$ cat src/rtl/shift_unit.sv
// Iterative logical shifter for MCPU LSL/LSR: moves one bit per clock and
// returns result/carry/zero with a single-cycle done pulse.
module shift_unit #(
    parameter int WORD_SIZE = 8,
    parameter int CNT_SIZE  = 4
) (
    input  logic                 clk,
    input  logic                 reset,
    input  logic                 start,
    input  logic                 dir,
    input  logic [WORD_SIZE-1:0] operand,
    input  logic [WORD_SIZE-1:0] amount,
    output logic                 busy,
    output logic                 done,
    output logic [WORD_SIZE-1:0] result,
    output logic                 carry,
    output logic                 zero,
    output logic [1:0]           dbg_state
);

    // start/operand/amount/dir are only looked at on an accepting edge
    // (IDLE or DONE); start seen during SHIFT is dropped, never queued.
    typedef enum logic [1:0] {
        S_IDLE  = 2'd0,
        S_SHIFT = 2'd1,
        S_DONE  = 2'd2
    } state_e;

    localparam logic [WORD_SIZE-1:0] AMT_MAX = WORD_SIZE'(WORD_SIZE);
    localparam logic [CNT_SIZE-1:0]  CNT_MAX = CNT_SIZE'(WORD_SIZE);

    state_e               state_q, state_d;
    logic [WORD_SIZE-1:0] res_q, res_d;
    logic [CNT_SIZE-1:0]  cnt_q, cnt_d;
    logic                 carry_q, carry_d;
    logic                 zero_q, zero_d;
    logic                 dir_q, dir_d;
    logic                 over_q, over_d;
    logic                 accept;

    assign accept = start && ((state_q == S_IDLE) || (state_q == S_DONE));

    always_ff @(posedge clk) begin
        if (!reset) begin
            state_q <= S_IDLE;
        end else begin
            state_q <= state_d;
        end
    end

    always_comb begin
        state_d = state_q;
        case (state_q)
            S_IDLE:  if (start) state_d = S_SHIFT;
            S_SHIFT: if (cnt_q == '0) state_d = S_DONE;
            S_DONE:  state_d = start ? S_SHIFT : S_IDLE;
            default: state_d = S_IDLE;
        endcase
    end

    always_comb begin
        busy      = (state_q == S_SHIFT);
        done      = (state_q == S_DONE);
        dbg_state = state_q;
    end

    // Amounts above WORD_SIZE clamp the count; the over flag then forces
    // carry to 0 on completion since every real bit has been shifted out.
    always_comb begin
        res_d   = res_q;
        cnt_d   = cnt_q;
        carry_d = carry_q;
        zero_d  = zero_q;
        dir_d   = dir_q;
        over_d  = over_q;
        if (accept) begin
            res_d   = operand;
            dir_d   = dir;
            over_d  = (amount > AMT_MAX);
            cnt_d   = (amount > AMT_MAX) ? CNT_MAX : CNT_SIZE'(amount);
            carry_d = 1'b0;
            zero_d  = 1'b0;
        end else if (state_q == S_SHIFT) begin
            if (cnt_q != '0) begin
                cnt_d = cnt_q - 1'b1;
                if (dir_q) begin
                    {res_d, carry_d} = {1'b0, res_q};
                end else begin
                    {carry_d, res_d} = {res_q, 1'b0};
                end
            end else begin
                zero_d = (res_q == '0);
                if (over_q) carry_d = 1'b0;
            end
        end
    end

    always_ff @(posedge clk) begin
        if (!reset) begin
            res_q   <= '0;
            cnt_q   <= '0;
            carry_q <= 1'b0;
            zero_q  <= 1'b0;
            dir_q   <= 1'b0;
            over_q  <= 1'b0;
        end else begin
            res_q   <= res_d;
            cnt_q   <= cnt_d;
            carry_q <= carry_d;
            zero_q  <= zero_d;
            dir_q   <= dir_d;
            over_q  <= over_d;
        end
    end

    assign result = res_q;
    assign carry  = carry_q;
    assign zero   = zero_q;

endmodule

$ cat config.mk
export PLATFORM = sky130hd
export DESIGN_NAME = shift_unit
export DESIGN_NICKNAME = d
export VERILOG_FILES = /design/src/rtl/shift_unit.sv
export SDC_FILE = /design/constraint.sdc
export NUM_CORES = 1
export LEC_CHECK = 0
export CAP_MARGIN = 10
export CORE_MARGIN = 4
export CORE_UTILIZATION = 55
export DETAILED_ROUTE_END_ITERATION = 10
export DONT_BUFFER_PORTS = 1
export GPL_TIMING_DRIVEN = 0
export PLACE_DENSITY = 0.8
export SYNTH_ARGS = -nofsm -noshare
export SYNTH_HDL_FRONTEND = slang
export SYNTH_SLANG_ARGS = --single-unit
$ cat constraint.sdc
create_clock -name clk -period 1.55 [get_ports clk]
set_input_delay 0 -clock clk [delete_from_list [all_inputs] [get_ports clk]]
set_output_delay 0 -clock clk [all_outputs]
set_load 0.05 [all_outputs]
==> flow_summary.ini <==
[routing]
vias = 939
via_per_inst = 6.097
drc_errors = 0
ant_nets = 0
post_drt_wl_per_cell_um = 16.03
dr.pass1.iters = 4
routed_wirelength_um = 2469
initialDrtViolationCount = 25

[critical_path]
required_ns = 1.75
critPathMaxFanout = 4
arrival_ns = 1.85
critPathLaunchType = flop
path_class = reg -> reg
cp-end-kind = flop
reg2reg_depth = 5

[sta]
fin_crit_sh_pct = 106.8
relSlewSlack_pct = 38.34
final_hold_viol_count = 2
final-setup-viol-count = 12
fin_skew_ns = 0.006009
setup_ws_ns = -0.1059
hold_slack_ns = -0.008832
tightestPinTransition_ns = 0.9230
rsz0062_at_grt = true
fmax_mhz = 603.9
fin_setup_tns_ns = -0.8293
finalCriticalPeriod_ns = 1.656
drv_slew = 0

[placed_design]
place_ws_ns = -0.1503
place.gp.congestion = 0.7704
io_buffers = 0
dpl.hpwl_um = 1595

[clocking]
clkLatencyLatePin_ns = 0.30
numCtsBuffers = 3
cts_max_path_buffers = 2
cts.sinks = 18
htreeDepth = 1
clkTransAtPathRegs_ns = 0.11
cts_root_buf = clkbuf_4
cts_tree = yes

[finish]
fill_cells = 108
area_delta_synth_final_pct = 26.15
drive_above_1_share_pct = 23.85
diodes = 0
final_nets = 152

[power]
intPower_w = 0.0007826
swShare_pct = 35.17
power.switching_w = 0.0004246
fin_total_pwr_w = 0.001207
ir_drop_v = 0.0007100
p_leak_nw = 0.4597
combPwrFrac_pct = 23.1
pwr-share-clk_pct = 25.4
pwr-share-seq_pct = 51.5
power_density_nw_per_um2 = 980.5

[yosys]
avgSynthCellArea_um2 = 9.121
synthesis.nets = 128
synthFlopType = dfxtp_1
synth_top_area_share_pct = 36.92
ys_top_cells_by_area = dfxtp_1 (37%), mux2_2 (9.2%), mux2i_1 (7.2%)
yosysWarnings = 0
synth_compound_area_share_pct = 19.10
synth-edff-count = 0
netlist_area_um2 = 975.9
synth_cell_types = 33
yosysTopAreaCell = dfxtp_1
synth_fa_ha_area_share_pct = 1.282
synth_common_cells = dfxtp_1 (18), o21ai_0 (9), mux2_2 (8)
yosys.area_share.simple_pct = 21.92
yosysMostFrequentCell = dfxtp_1
synth_cells = 107
async_reset_ff_share_pct = 0
ys_seq_elements = 18
synth_top_family_by_area = simple AND/OR/NAND/NOR gates
synth_mux_area_share_pct = 16.41
ys_seq_area_share_pct = 36.92
synth_xor_area_share_pct = 0

[floorplanning]
ios = 34
initial_core_util_pct = 61.22
die_h_um = 50.13
core_um2 = 1594
row_count = 14
die_x_um = 50.13
die_area_um2 = 2513

[global_route]
grt_pass1_wl_um = 3995
grt-busiest-layer = met2
grt_start_max_net_pins = 11
use_met1_pct = 25.59
use_met2_pct = 33.04
gr-total-overflow = 0
antenna_found_initial = 0
met3_usage_pct = 3.916
grt_pass1_vias = 903
grtUsageTotal_pct = 20.26

[worst_hold_path]
holdCritPathClass = in -> reg
hold_path_depth = 3

[run_status]
status = finished with violations
violations = hold timing, setup timing

[run]
drv_cap = 0
state kept, by name, indices dropped and copies added (netlist names):
name,count
cnt_q,4
zero,1
carry,1
dir_q,1
over_q,1
dbg_state,2
result,8
worst max-delay path, stage by stage, from the launching register on:
cell      delay [ns]
dfxtp_4         0.42
and2b_4         0.39
a21boi_4        0.27
buf_4           0.16
mux2i_1         0.20
o21ai_0         0.12
timing repair:
action / 4_1_cts / 5_1_grt
resized for setup: 1 / 1
buffers inserted: 3 / 2
hold buffers: 14 / 0
endpoints found under the setup margin: 14 / 15
hold endpoints to repair: 15 / 0
pin swaps: 0 / 1
layer usage:
layer	vias to the layer above	wire length [um]
met3	7	208
met2	53	1164
met5	-	0
met4	0	58
met1	440	1038
li1	439	-
layout make-up:
| class | count | area (um2) | share of cell area, % |
|---|---|---|---|
| Tap cell | 24 | 30.03 | 2.439 |
| Clock buffer | 4 | 36.28 | 2.947 |
| Sequential cell | 18 | 369.1 | 29.98 |
| Inverter | 4 | 15.01 | 1.220 |
| Multi-Input combinational cell | 80 | 574.3 | 46.65 |
| Timing Repair Buffer | 19 | 177.7 | 14.43 |
| Buffer | 5 | 28.78 | 2.337 |
through the flow:
step	std cells	utilization [%]	hold slack [ns]	cell area [um2]
after floorplan	107	-	0.1304	984.7
after global placement	131	63.66	0.1376	1015
after detailed placement	131	63.66	0.1427	1015
after CTS	152	76.22	0.007721	1215
after global routing	154	77.24	0.008028	1231
final	154	77.24	-0.008832	1231
final timing paths:
path | start | to | slack (ns)
setup / recovery | dbg_state[1]$_SDFFE_PN0P_ | result[4]$_SDFFE_PN0P_ | -0.11
setup reg to reg | dbg_state[1]$_SDFFE_PN0P_ | result[4]$_SDFFE_PN0P_ | -0.11
hold reg to reg | cnt_q[0]$_SDFFE_PN0P_ | cnt_q[0]$_SDFFE_PN0P_ | 0.53
hold / removal | amount[2] | over_q$_SDFFE_PN0P_ | -0.009
power by group through the flow:
stage / clock network [W] / logic, W / registers (W)
final: 0.000306 / 0.000279 / 0.000621
after global routing: 0.000329 / 0.000304 / 0.000626
after CTS: 0.000300 / 0.000266 / 0.000619
after detailed placement: 0 / 0.000223 / 0.000630
after global placement: 0 / 0.000218 / 0.000628
after floorplan: 0 / 0.000192 / 0.000616
cell families after synthesis:
kind of cell    after synthesis
compound gates               27
fa+ha+maj                     1
buf+inv                       9
flops                        18
mux                          15
simple gates                 37
layout by cell type, fill, tap and decap left out, types with 3 or more instances in the layout:
cell type       n
buf_4           5
inv_1           4
o21ai_1         5
nor2_1          5
nand2_1         6
nor2b_1         4
a21oi_1         6
nor4_1          3
mux2i_1         7
a31oi_1         3
nand3_1         7
dlygate4sd3_1  14
clkbuf_4        3
o21ai_0         4
dfxtp_1        15
mux2_2          8
Note: power is estimated with default switching activity, not from simulation.
